## src/rtl/uart_cmd_link.sv

```systemverilog
// uart_cmd_link: 8N1 host link that assembles 3 received bytes into a 24-bit command and transmits response bytes.
//   BAUD_DIV     clocks per bit period (8..4095)
//   clk, rst_n   system clock, asynchronous active-low reset
//   RX, TX       serial lines to/from host, both idle high
//   cmd          assembled command, first byte in [23:16]
//   cmd_rdy      level, cmd valid and stable while high
//   clr_cmd_rdy  one-clock pulse from core that clears cmd_rdy
//   resp_data    response byte, latched when send_resp is seen while TX is idle
//   send_resp    one-clock pulse starting a response frame
//   resp_sent    one-clock pulse when the response stop bit completes
//   frm_err      one-clock pulse on a received byte with a bad stop bit
//   ovr_err      one-clock pulse when a complete byte is dropped because cmd_rdy is high
module uart_cmd_link #(
    parameter int BAUD_DIV = 434
) (
    input  logic        clk,
    input  logic        rst_n,
    input  logic        RX,
    output logic        TX,
    output logic [23:0] cmd,
    output logic        cmd_rdy,
    input  logic        clr_cmd_rdy,
    input  logic [7:0]  resp_data,
    input  logic        send_resp,
    output logic        resp_sent,
    output logic        frm_err,
    output logic        ovr_err
);
    localparam logic [12:0] BIT_T  = 13'(BAUD_DIV);
    localparam logic [12:0] HALF_T = 13'(BAUD_DIV / 2);

    typedef enum logic [1:0] {IDLE, START, DATA, STOP} state_t;

    state_t      rx_st, tx_st;
    logic        rx_m, rx_s, rx_q;
    logic [12:0] rx_cnt, tx_cnt;
    logic [2:0]  rx_bit, tx_bit;
    logic [7:0]  rx_sh, tx_sh;
    logic [1:0]  bcnt;
    logic [15:0] stg;
    logic        rx_exp, tx_exp;

    assign rx_exp = (rx_cnt == 13'd1);
    assign tx_exp = (tx_cnt == 13'd1);

    // rx_q holds the previous synchronized value for falling-edge detection
    always_ff @(posedge clk or negedge rst_n) begin
        if (!rst_n) {rx_m, rx_s, rx_q} <= 3'b111;
        else        {rx_m, rx_s, rx_q} <= {RX, rx_m, rx_s};
    end

    always_ff @(posedge clk or negedge rst_n) begin
        if (!rst_n) begin
            rx_st   <= IDLE;
            rx_cnt  <= '0;
            rx_bit  <= '0;
            rx_sh   <= '0;
            bcnt    <= '0;
            stg     <= '0;
            cmd     <= '0;
            cmd_rdy <= 1'b0;
            frm_err <= 1'b0;
            ovr_err <= 1'b0;
        end else begin
            frm_err <= 1'b0;
            ovr_err <= 1'b0;
            // a third byte landing in the same cycle overrides this clear below
            if (clr_cmd_rdy) cmd_rdy <= 1'b0;
            if (rx_st != IDLE && !rx_exp) rx_cnt <= rx_cnt - 13'd1;
            case (rx_st)
                IDLE: if (rx_q && !rx_s) begin
                    rx_cnt <= HALF_T;
                    rx_st  <= START;
                end
                START: if (rx_exp) begin
                    rx_cnt <= BIT_T;
                    rx_bit <= '0;
                    rx_st  <= rx_s ? IDLE : DATA;
                end
                DATA: if (rx_exp) begin
                    rx_sh  <= {rx_s, rx_sh[7:1]};
                    rx_cnt <= BIT_T;
                    rx_bit <= rx_bit + 3'd1;
                    if (rx_bit == 3'd7) rx_st <= STOP;
                end
                STOP: if (rx_exp) begin
                    rx_st <= IDLE;
                    if (!rx_s) begin
                        frm_err <= 1'b1;
                        bcnt    <= '0;
                    end else if (cmd_rdy && !clr_cmd_rdy) begin
                        ovr_err <= 1'b1;
                    end else if (bcnt == 2'd2) begin
                        // first two bytes wait in stg so cmd only moves as a whole word
                        cmd     <= {stg, rx_sh};
                        cmd_rdy <= 1'b1;
                        bcnt    <= '0;
                    end else begin
                        stg  <= (bcnt == 2'd0) ? {rx_sh, stg[7:0]} : {stg[15:8], rx_sh};
                        bcnt <= bcnt + 2'd1;
                    end
                end
                default: rx_st <= IDLE;
            endcase
        end
    end

    // START is entered one clock before the start bit goes out (BIT_T+1 load) and
    // STOP is left one clock early (BIT_T-1 load), so the idle cycle carrying
    // resp_sent can accept the next send_resp for back-to-back frames.
    always_ff @(posedge clk or negedge rst_n) begin
        if (!rst_n) begin
            tx_st     <= IDLE;
            tx_cnt    <= '0;
            tx_bit    <= '0;
            tx_sh     <= '0;
            TX        <= 1'b1;
            resp_sent <= 1'b0;
        end else begin
            resp_sent <= 1'b0;
            if (tx_st != IDLE && !tx_exp) tx_cnt <= tx_cnt - 13'd1;
            case (tx_st)
                IDLE: if (send_resp) begin
                    tx_sh  <= resp_data;
                    tx_cnt <= BIT_T + 13'd1;
                    tx_st  <= START;
                end
                START: begin
                    TX <= 1'b0;
                    if (tx_exp) begin
                        TX     <= tx_sh[0];
                        tx_sh  <= tx_sh >> 1;
                        tx_bit <= '0;
                        tx_cnt <= BIT_T;
                        tx_st  <= DATA;
                    end
                end
                DATA: if (tx_exp) begin
                    if (tx_bit == 3'd7) begin
                        TX     <= 1'b1;
                        tx_cnt <= BIT_T - 13'd1;
                        tx_st  <= STOP;
                    end else begin
                        TX     <= tx_sh[0];
                        tx_sh  <= tx_sh >> 1;
                        tx_bit <= tx_bit + 3'd1;
                        tx_cnt <= BIT_T;
                    end
                end
                STOP: if (tx_exp) begin
                    tx_st     <= IDLE;
                    resp_sent <= 1'b1;
                end
                default: tx_st <= IDLE;
            endcase
        end
    end
endmodule

```

## config.mk

```make
export PLATFORM = sky130hd
export DESIGN_NAME = uart_cmd_link
export DESIGN_NICKNAME = d
export VERILOG_FILES = /design/src/rtl/uart_cmd_link.sv
export SDC_FILE = /design/constraint.sdc
export NUM_CORES = 1
export LEC_CHECK = 0
export CORE_MARGIN = 8
export CORE_UTILIZATION = 50
export DETAILED_ROUTE_END_ITERATION = 8
export MAX_ROUTING_LAYER = met4
export PLACE_DENSITY = 0.7
export SETUP_SLACK_MARGIN = 0.4
export SYNTH_ARGS = -nofsm -noshare
export SYNTH_HDL_FRONTEND = slang
export SYNTH_SLANG_ARGS = --single-unit
```

## constraint.sdc

```tcl
create_clock -name clk -period 3.1 [get_ports clk]
set_clock_uncertainty 0.2 [all_clocks]
set_input_delay 0.465 -clock clk [delete_from_list [all_inputs] [get_ports clk]]
set_output_delay 0.465 -clock clk [all_outputs]
set_load 0.01 [all_outputs]
```

==> results.json, run 1 <==
{
  "cts_buffers": 9,
  "status": "finished clean",
  "io_buffers": 41,
  "post-route-period-util_pct": 84.9,
  "synth.distinct_cells": 58,
  "synth_edf_count": 0,
  "maxCapViolations": 0,
  "syn_avg_cell_area_um2": 11.3,
  "grt_setup_unrepaired": "no",
  "cts_num_sinks": 102,
  "synthArstFlopShare_pct": 100,
  "synthAdderAreaFrac_pct": 4.18,
  "synth_compound_area_share_pct": 12.0,
  "clkTransAtPathRegs_ps": 100,
  "nFillCells": 866,
  "setup_viol": 0,
  "die_h_um": 117,
  "drv_slew": 0,
  "final_cell_mix": "97 x dfrtp_1, 64 x mux2_2, 40 x clkdlybuf4s50_1, 25 x a21oi_1, 22 x nand2_1",
  "worst_slack_ps": 468,
  "ios": 42,
  "root_buffer": "clkbuf_8",
  "place_hpwl_um": 7340,
  "die_w_um": 117,
  "synth_top_family_by_area": "simple AND/OR/NAND/NOR gates",
  "pre_cts_ws_ps": 196,
  "min_path_type": "reg2reg",
  "fmax_mhz": 380,
  "ys_seq_elements": 102,
  "placementRows": 37,
  "gp_congestion": 0.838,
  "syn-instance-count": 450,
  "finalCriticalPeriod_ps": 2630,
  "critical_path_class": "reg2reg",
  "synthTopCellsByArea": "dfrtp_1 48%, mux2_2 14%, ha_1 4.2%",
  "multi_input_area_mm2": 0.00240,
  "cts_htree_levels": 3,
  "synth_flop_cell": "dfrtp_1",
  "n_antenna_cell": 0,
  "area_growth_pct": 16.9,
  "p_leak_nw": 2.67,
  "ir_drop_uv": 556,
  "synthXorXnorAreaFrac_pct": 0.345,
  "synth_top_area_share_pct": 48.2,
  "endpoint_kind": "flip-flop",
  "grt_overflow": 0,
  "tns_ps": 0,
  "powerDensity_mw_per_mm2": 805,
  "start_util_pct": 50.4,
  "hold_viol": 0,
  "yosysSeqAreaShare_pct": 50.3,
  "via_per_inst": 5.77,
  "grtUsageTotal_pct": 16.9,
  "synthMuxAreaShare_pct": 14.8,
  "seq_area_mm2": 0.00256,
  "final_common_cell": "dfrtp_1",
  "wirelength_um": 10300,
  "antenna_left": 0,
  "nNetsFinal": 522,
  "yosysWarnings": 0,
  "arrival_ps": 2700,
  "cts_tree": "done",
  "antenna_found_initial": 0,
  "path_max_fanout": 9,
  "drc": 0,
  "start_kind": "flip-flop",
  "dr.pass1.iters": 4,
  "vias": 3654,
  "syn_nets": 480,
  "cts_max_path_buffers": 2,
  "grt_pass1_vias": 3723,
  "die-area_mm2": 0.0136,
  "coreArea_mm2": 0.0101,
  "tightest_slew_ps": 683,
  "yosysTopAreaCell": "dfrtp_1",
  "grt_pass1_wl_um": 17700,
  "relSlewSlack_pct": 54.5,
  "first_iter_violations": 201,
  "worst-endpoint-required_ps": 3170,
  "yosys.area_share.simple_pct": 15.3,
  "synth_area_mm2": 0.00508,
  "layout-drive-gt1-share_pct": 23.7,
  "routedWlPerCell_um": 16.3,
  "grt_start_max_net_pins": 53,
  "worstSkewPairLatency_ps": 380
}
## sequential cells by signal, indices dropped and copies added (netlist names), named ones only
signal / flops
TX: 1
bcnt: 2
cmd: 24
cmd_rdy: 1
frm_err: 1
ovr_err: 1
resp_sent: 1
rx_bit: 3
rx_cnt: 13
rx_m: 1
rx_q: 1
rx_s: 1
rx_sh: 8
rx_st: 1
stg: 16
tx_bit: 3
tx_cnt: 13
tx_sh: 8
tx_st: 2
## worst max-delay path: stages (launching register included)
cell and delay, ps:
dfrtp_1 470, or4_4 600, or4_4 570, a21oi_4 300
mux2_2 380
## logic make-up after synthesis
kind of cell    Yosys count
compound gates           89
xor+xnor                  2
fa+ha+maj                17
buf+inv                  41
flops                   102
mux                      67
simple gates            132
## layer usage
layer | global-route usage [%] | wire length (um) | share of wire [%]
met1 | 20.6 | 4690 | 46
met3 | 3.85 | 338 | 3.3
met5 | - | 0 | 0
met2 | 27.3 | 5160 | 50
met4 | 5.80 | 119 | 1.2
## power breakdown
part,switching [mW],internal (mW)
Combinational,1.13,0.927
Clock,0.498,0.395
Sequential,0.256,1.58
## synth_stat cells, drive strengths merged (6+ instances only)
cell type  count
nor3          12
a21oi         27
nor2          13
dfrtp         98
buf            6
or3           12
nand2b        14
nand3         10
ha            17
nand2         22
inv           19
or4           11
nor4          12
mux2          64
o21ai         18
clkbuf        16
## what timing repair did
action	4_1_cts	5_1_grt
hold buffers	1	0
endpoints found under the hold margin	51	0
resized for setup	5	5
pin swaps	2	2
endpoints found under the setup margin	31	24
buffers inserted	1	0
## metrics by stage
stage	hold slack [ps]	cell area (um^2)	utilization [%]	std cells	total power [mW]
CTS	170	5930	58.7	633	4.77
finish	172	5940	58.9	633	4.79
global route	176	5940	58.9	633	5.13
floorplan	-30.6	5080	-	450	3.37
global placement	148	5660	56.1	615	3.75
detailed placement	155	5660	56.1	615	3.83
## final timing paths
path / slack [ps] / end / startpoint / depth (start not counted)
min in group asynchronous: 460 / rx_cnt[5]$_DFF_PN0_ / rst_n / 2
worst min-delay path: 170 / rx_s$_DFF_PN1_ / rx_m$_DFF_PN1_ / 0
worst max register to register: 470 / tx_sh[5]$_DFFE_PN0P_ / tx_cnt[2]$_DFF_PN0_ / 4
worst min register to register: 170 / rx_s$_DFF_PN1_ / rx_m$_DFF_PN1_ / 0
worst max-delay path: 470 / tx_sh[5]$_DFFE_PN0P_ / tx_cnt[2]$_DFF_PN0_ / 4
max in group asynchronous: 1490 / TX$_DFFE_PN1P_ / rst_n / 3
## cell type report
class / instances / share of cell area (%)
clock buffers: 9 / 2.08
inverters: 19 / 1.20
flip-flops and latches: 102 / 43.0
repair buffers: 53 / 8.84
well taps: 136 / 2.86
multi-input cells: 307 / 40.4
clock inverters: 7 / 1.56
(Power assumes the default switching activity.)
==> inputs of run 2 (changes only) <==
Clock period 3.1 ns to 2.7 ns, I/O delays scaled along.
==> run 2 against run 1 <==
Critical path depth increased by 3. Wire length is 20% higher. Sequential cell count did not move. Non-clock buffer count rose by 52. Sequential share of layout area is 5.8 points lower. Via count grew 8.7%. Highest routed layer unchanged.
==> results.json, run 2 (same netlist as run 1, synthesis figures left out) <==
{
  "place_hpwl_um": 7900,
  "placedCellCount": 628,
  "maxCapViolations": 0,
  "clkTransAtPathRegs_ps": 120,
  "worstHoldStart": "rx_m$_DFF_PN1_",
  "cts_buffers": 9,
  "critical_path_class": "reg2reg",
  "max_stage_delay_ps": 490,
  "rr_endpoint": "tx_sh[3]$_DFFE_PN0P_",
  "die-area_mm2": 0.0136,
  "rrSetupSlack_ps": 250,
  "grtUsageTotal_pct": 18.4,
  "start_kind": "flip-flop",
  "slowest_stage": "or4_4",
  "power_switching_mw": 2.78,
  "final_cell_mix": "97 x dfrtp_1, 41 x mux2_2, 40 x clkdlybuf4s50_1, 38 x buf_4, 23 x mux2_4",
  "min_path_type": "reg2reg",
  "crit_end": "tx_sh[3]$_DFFE_PN0P_",
  "p_leak_nw": 3.09,
  "p_sw_share_pct": 40.2,
  "hold_viol": 0,
  "nNetsFinal": 574,
  "post-route-period-util_pct": 90.8,
  "die_w_um": 117,
  "grt_start_max_net_pins": 47,
  "worst_slack_ps": 248,
  "worstReg2RegStart": "tx_cnt[1]$_DFF_PN0_",
  "gp_congestion": 0.868,
  "finalPower_mw": 6.92,
  "tightest_slew_ps": 681,
  "top_register": "cmd",
  "io_buffers": 41,
  "area_growth_pct": 35.2,
  "tns_ps": 0,
  "antenna_left": 0,
  "clock_power_share_pct": 14.3,
  "r2r_cells": 7,
  "first_iter_violations": 116,
  "p_comb_share_pct": 55.7,
  "arrival_ps": 2530,
  "grt_pass1_vias": 3956,
  "drc": 0,
  "setup_viol": 0,
  "vias": 3971,
  "finalCriticalPeriod_ps": 2450,
  "cts_max_path_buffers": 2,
  "grt_setup_unrepaired": "yes",
  "largest_registers": "cmd: 24 flops, stg: 16 flops",
  "ir_drop_uv": 833,
  "relSlewSlack_pct": 54.4,
  "intPower_mw": 4.14,
  "endpoint_kind": "flip-flop",
  "antenna_found_initial": 0,
  "drv_slew": 0,
  "worstPathCellList": "inv_2 > ha_4 > or3b_4 > or4_4 > a21oi_4 > buf_12 > mux2_4",
  "pre_cts_ws_ps": 46.0,
  "cts_htree_levels": 3,
  "root_buffer": "clkbuf_8",
  "p_seq_share_pct": 30.0,
  "coreArea_mm2": 0.0101,
  "startpoint": "tx_cnt[1]$_DFF_PN0_",
  "start_util_pct": 50.4,
  "ios": 42,
  "final_common_cell": "dfrtp_1",
  "cts_tree": "done",
  "largest_reg_flops": 24,
  "wirelength_um": 12300,
  "grt_overflow": 0,
  "status": "finished clean",
  "path_max_fanout": 8,
  "layout-drive-gt1-share_pct": 39.7,
  "via_per_inst": 5.80,
  "fmax_mhz": 408,
  "powerDensity_mw_per_mm2": 1010,
  "final_cell_count_no_fill": 685,
  "placementRows": 37,
  "utilization_pct": 68.1,
  "routedWlPerCell_um": 18.0,
  "cts_num_sinks": 102,
  "n_antenna_cell": 0,
  "worstSkewPairLatency_ps": 380,
  "die_h_um": 117,
  "nFillCells": 752,
  "grt_pass1_wl_um": 19300,
  "dr.pass1.iters": 4,
  "worst-endpoint-required_ps": 2780
}
run 2: routing by layer:
layer  vias up  GRT usage, %  wire [um]
li1       1845             -          -
met3        14          2.46        443
met1      2034          22.2       5340
met4         0          7.00        146
met5         -             -          0
met2        78          30.8       6410
run 2: through the flow:
stage	instance area, um^2	hold slack, ps
detailed placement	5870	152
floorplan	5270	-90.6
global route	6880	173
CTS	6500	168
finish	6880	166
global placement	5870	147
run 2: repair_timing:
item	in CTS	in global routing
hold buffers	1	0
gates cloned	1	2
pin swaps	12	25
buffers inserted	25	12
hold endpoints to repair	44	0
gates resized for setup	39	62
endpoints found under the setup margin	88	96
run 2: worst max-delay path: cells and delay by family, from the launching register on:
| kind | cells | cell delay, ps |
|---|---|---|
| and+or+nand+nor | 2 | 880 |
| AOI/OAI and AO/OA | 1 | 170 |
| DFF | 1 | 420 |
| buffers and inverters | 2 | 250 |
| muxes | 1 | 300 |
| adders and majority gates | 1 | 120 |
run 2: power by group through the flow:
stage	registers [mW]	clock network, mW	logic [mW]
floorplan	2.05	0	2.08
global placement	2.07	0	2.58
detailed placement	2.09	0	2.68
CTS	2.04	1.01	3.35
global route	2.11	1.07	4.14
finish	2.07	0.988	3.86
run 2: cell type report:
| type | instances | area, um^2 | area share, % |
|---|---|---|---|
| Clock buffer | 9 | 124 | 1.80 |
| Sequential cell | 102 | 2560 | 37.2 |
| Inverter | 19 | 71.3 | 1.04 |
| Timing Repair Buffer | 105 | 1080 | 15.7 |
| Tap cell | 136 | 170 | 2.47 |
| Clock inverter | 7 | 86.3 | 1.26 |
| Multi-Input combinational cell | 307 | 2790 | 40.5 |
run 2: how the worst min path moves through the flow:
stage | endpoint | cells after the start | slack (ps)
after floorplan | async pin | 0 | -90
after global placement | rx_s$_DFF_PN1_ | 0 | 150
after detailed placement | rx_s$_DFF_PN1_ | 0 | 150
after CTS | rx_s$_DFF_PN1_ | 0 | 170
after global routing | rx_s$_DFF_PN1_ | 0 | 170
final | rx_s$_DFF_PN1_ | 0 | 170
==> inputs of run 3 (changes only) <==
Settings changed: CORE_UTILIZATION 50 to 30, PLACE_DENSITY 0.7 to 0.47.
==> run 3 against run 2 <==
Via count shrank 4.3%. Non-clock buffer count shrank 12. Final cell count grew 11%. First-iteration DRC count grew 72%. Sequential share of layout area grew 0.77 points. Maximum frequency shrank 0.66%. Setup slack lost 16 ps. Utilization shrank 28 points. Power shrank 1.8%. Worst hold slack lost 8.6 ps.
==> results.json, run 3 (same netlist as run 1, synthesis figures left out) <==
{
  "status": "finished clean",
  "wirelength_um": 11700,
  "antenna_found_initial": 0,
  "root_buffer": "clkbuf_16",
  "topRoutingLayerUsed": "met4",
  "cts_tree": "done",
  "endpoint_kind": "flip-flop",
  "top_register": "cmd",
  "coreArea_mm2": 0.0166,
  "start_kind": "flip-flop",
  "worstReg2RegStart": "tx_cnt[5]$_DFF_PN0_",
  "grt_overflow": 0,
  "met3_length_um": 420,
  "startpoint": "tx_cnt[5]$_DFF_PN0_",
  "area_growth_pct": 32.5,
  "final_common_cell": "dfrtp_1",
  "n_antenna_cell": 0,
  "routedWlPerCell_um": 15.4,
  "drc": 0,
  "vias": 3800,
  "powerDensity_mw_per_mm2": 1010,
  "start_util_pct": 30.7,
  "rrSetupSlack_ps": 230,
  "dpl_cell_area_mm2": 0.00598,
  "worstHoldStart": "rx_m$_DFF_PN1_",
  "placementRows": 47,
  "layout-drive-gt1-share_pct": 34.5,
  "first_iter_violations": 199,
  "drv_slew": 0,
  "die_h_um": 146,
  "finalHoldWorstSlack_ps": 158,
  "seq_area_mm2": 0.00256,
  "relSlewSlack_pct": 56.6,
  "nNetsFinal": 562,
  "largest_registers": "cmd: 24 flops, stg: 16 flops",
  "clkTransAtPathRegs_ps": 80,
  "nFillCells": 1586,
  "holdPathStages": 0,
  "antenna_left": 0,
  "ir_drop_uv": 714,
  "post-route-period-util_pct": 91.4,
  "place_hpwl_um": 7960,
  "worstSkewPairLatency_ps": 350,
  "via_per_inst": 5.02,
  "setup_viol": 0,
  "maxCapViolations": 0,
  "path_max_fanout": 8,
  "multi_input_area_mm2": 0.00265,
  "tns_ps": 0,
  "wl_met1_um": 5580,
  "fmax_mhz": 405,
  "cts_htree_levels": 3,
  "gp_congestion": 0.811,
  "grt_pass1_wl_um": 19500,
  "cts_num_sinks": 102,
  "finalCriticalPeriod_ps": 2470,
  "cts_max_path_buffers": 2,
  "grt_pass1_vias": 3789,
  "dr.pass1.iters": 4,
  "worst-endpoint-required_ps": 2730,
  "p_leak_nw": 2.99,
  "holdPathEnd": "rx_s$_DFF_PN1_",
  "r2r_cells": 5,
  "largest_reg_flops": 24,
  "critical_path_class": "reg2reg",
  "cts_buffers": 9,
  "grt_setup_unrepaired": "yes",
  "ios": 42,
  "io_buffers": 41,
  "hold_viol": 0,
  "arrival_ps": 2500,
  "grtUsageTotal_pct": 11.3,
  "die_w_um": 146,
  "min_path_type": "reg2reg",
  "final_cell_mix": "97 x dfrtp_1, 48 x mux2_2, 43 x buf_4, 40 x clkdlybuf4s50_1, 23 x a21oi_1",
  "grt_start_max_net_pins": 50,
  "tightest_slew_ps": 647,
  "final_cell_area_mm2": 0.00674,
  "die-area_mm2": 0.0214,
  "utilization_pct": 40.6,
  "dr_wl_met2_um": 5580,
  "rr_endpoint": "tx_sh[3]$_DFFE_PN0P_"
}
run 3: changes by cell type in the layout (fill, tap and decap cells not counted), sizes merged:
cell	delta
buf	-11
clkinv	-4
inv	+3
bufinv	+1
clkbuf	-1
run 3: stage by stage:
| step | worst slack, ps | cells | power (mW) |
|---|---|---|---|
| 6_report | 232 | 757 | 6.79 |
| 5_1_grt | 197 | 757 | 7.24 |
| 4_1_cts | 232 | 741 | 6.51 |
| 3_5_place_dp | 107 | 711 | 4.81 |
| 3_3_place_gp | 129 | 711 | 4.76 |
| 2_1_floorplan | 24.3 | 450 | 4.12 |
run 3: cell type report:
type	instances	share of cell area, %
Sequential cell	102	38.0
Multi-Input combinational cell	307	39.3
Clock buffer	9	3.34
Timing Repair Buffer	93	12.8
Tap cell	220	4.09
Clock inverter	7	1.45
Inverter	19	1.06
run 3: worst max path at each step:
stage / endpoint / slack [ps] / cells past startpoint
CTS: tx_sh[3]$_DFFE_PN0P_ / 230 / 7
global route: tx_sh[0]$_DFFE_PN0P_ / 200 / 5
global placement: tx_sh[3]$_DFFE_PN0P_ / 130 / 5
floorplan: stg[0]$_DFFE_PN0P_ / 20 / 6
finish: tx_sh[3]$_DFFE_PN0P_ / 230 / 5
detailed placement: tx_sh[3]$_DFFE_PN0P_ / 110 / 5
run 3: routing by layer:
layer  track usage, %  vias up
met4             2.73        0
met3             3.03       14
met1             14.1     1892
met2             18.0       63
li1                 -     1831
met5                -        -
run 3: critical path, cell delays in order (launching register included):
cell and delay [ps]:
dfrtp_1 400, or4_4 540, or4_4 570, a21oi_4 190
buf_12 150, mux2_4 300
run 3: repair_timing:
item,4_1_cts,5_1_grt
pin swaps,9,14
hold endpoints to repair,21,0
buffers inserted,13,16
endpoints found under the setup margin,92,81
gates resized for setup,21,24
hold buffers,1,0
run 3: power by group:
group,leakage (nW),internal [mW],switching [mW]
registers,1.35,1.82,0.250
logic,1.48,1.64,1.69
clock network,0.159,0.754,0.645
total,2.99,4.21,2.58
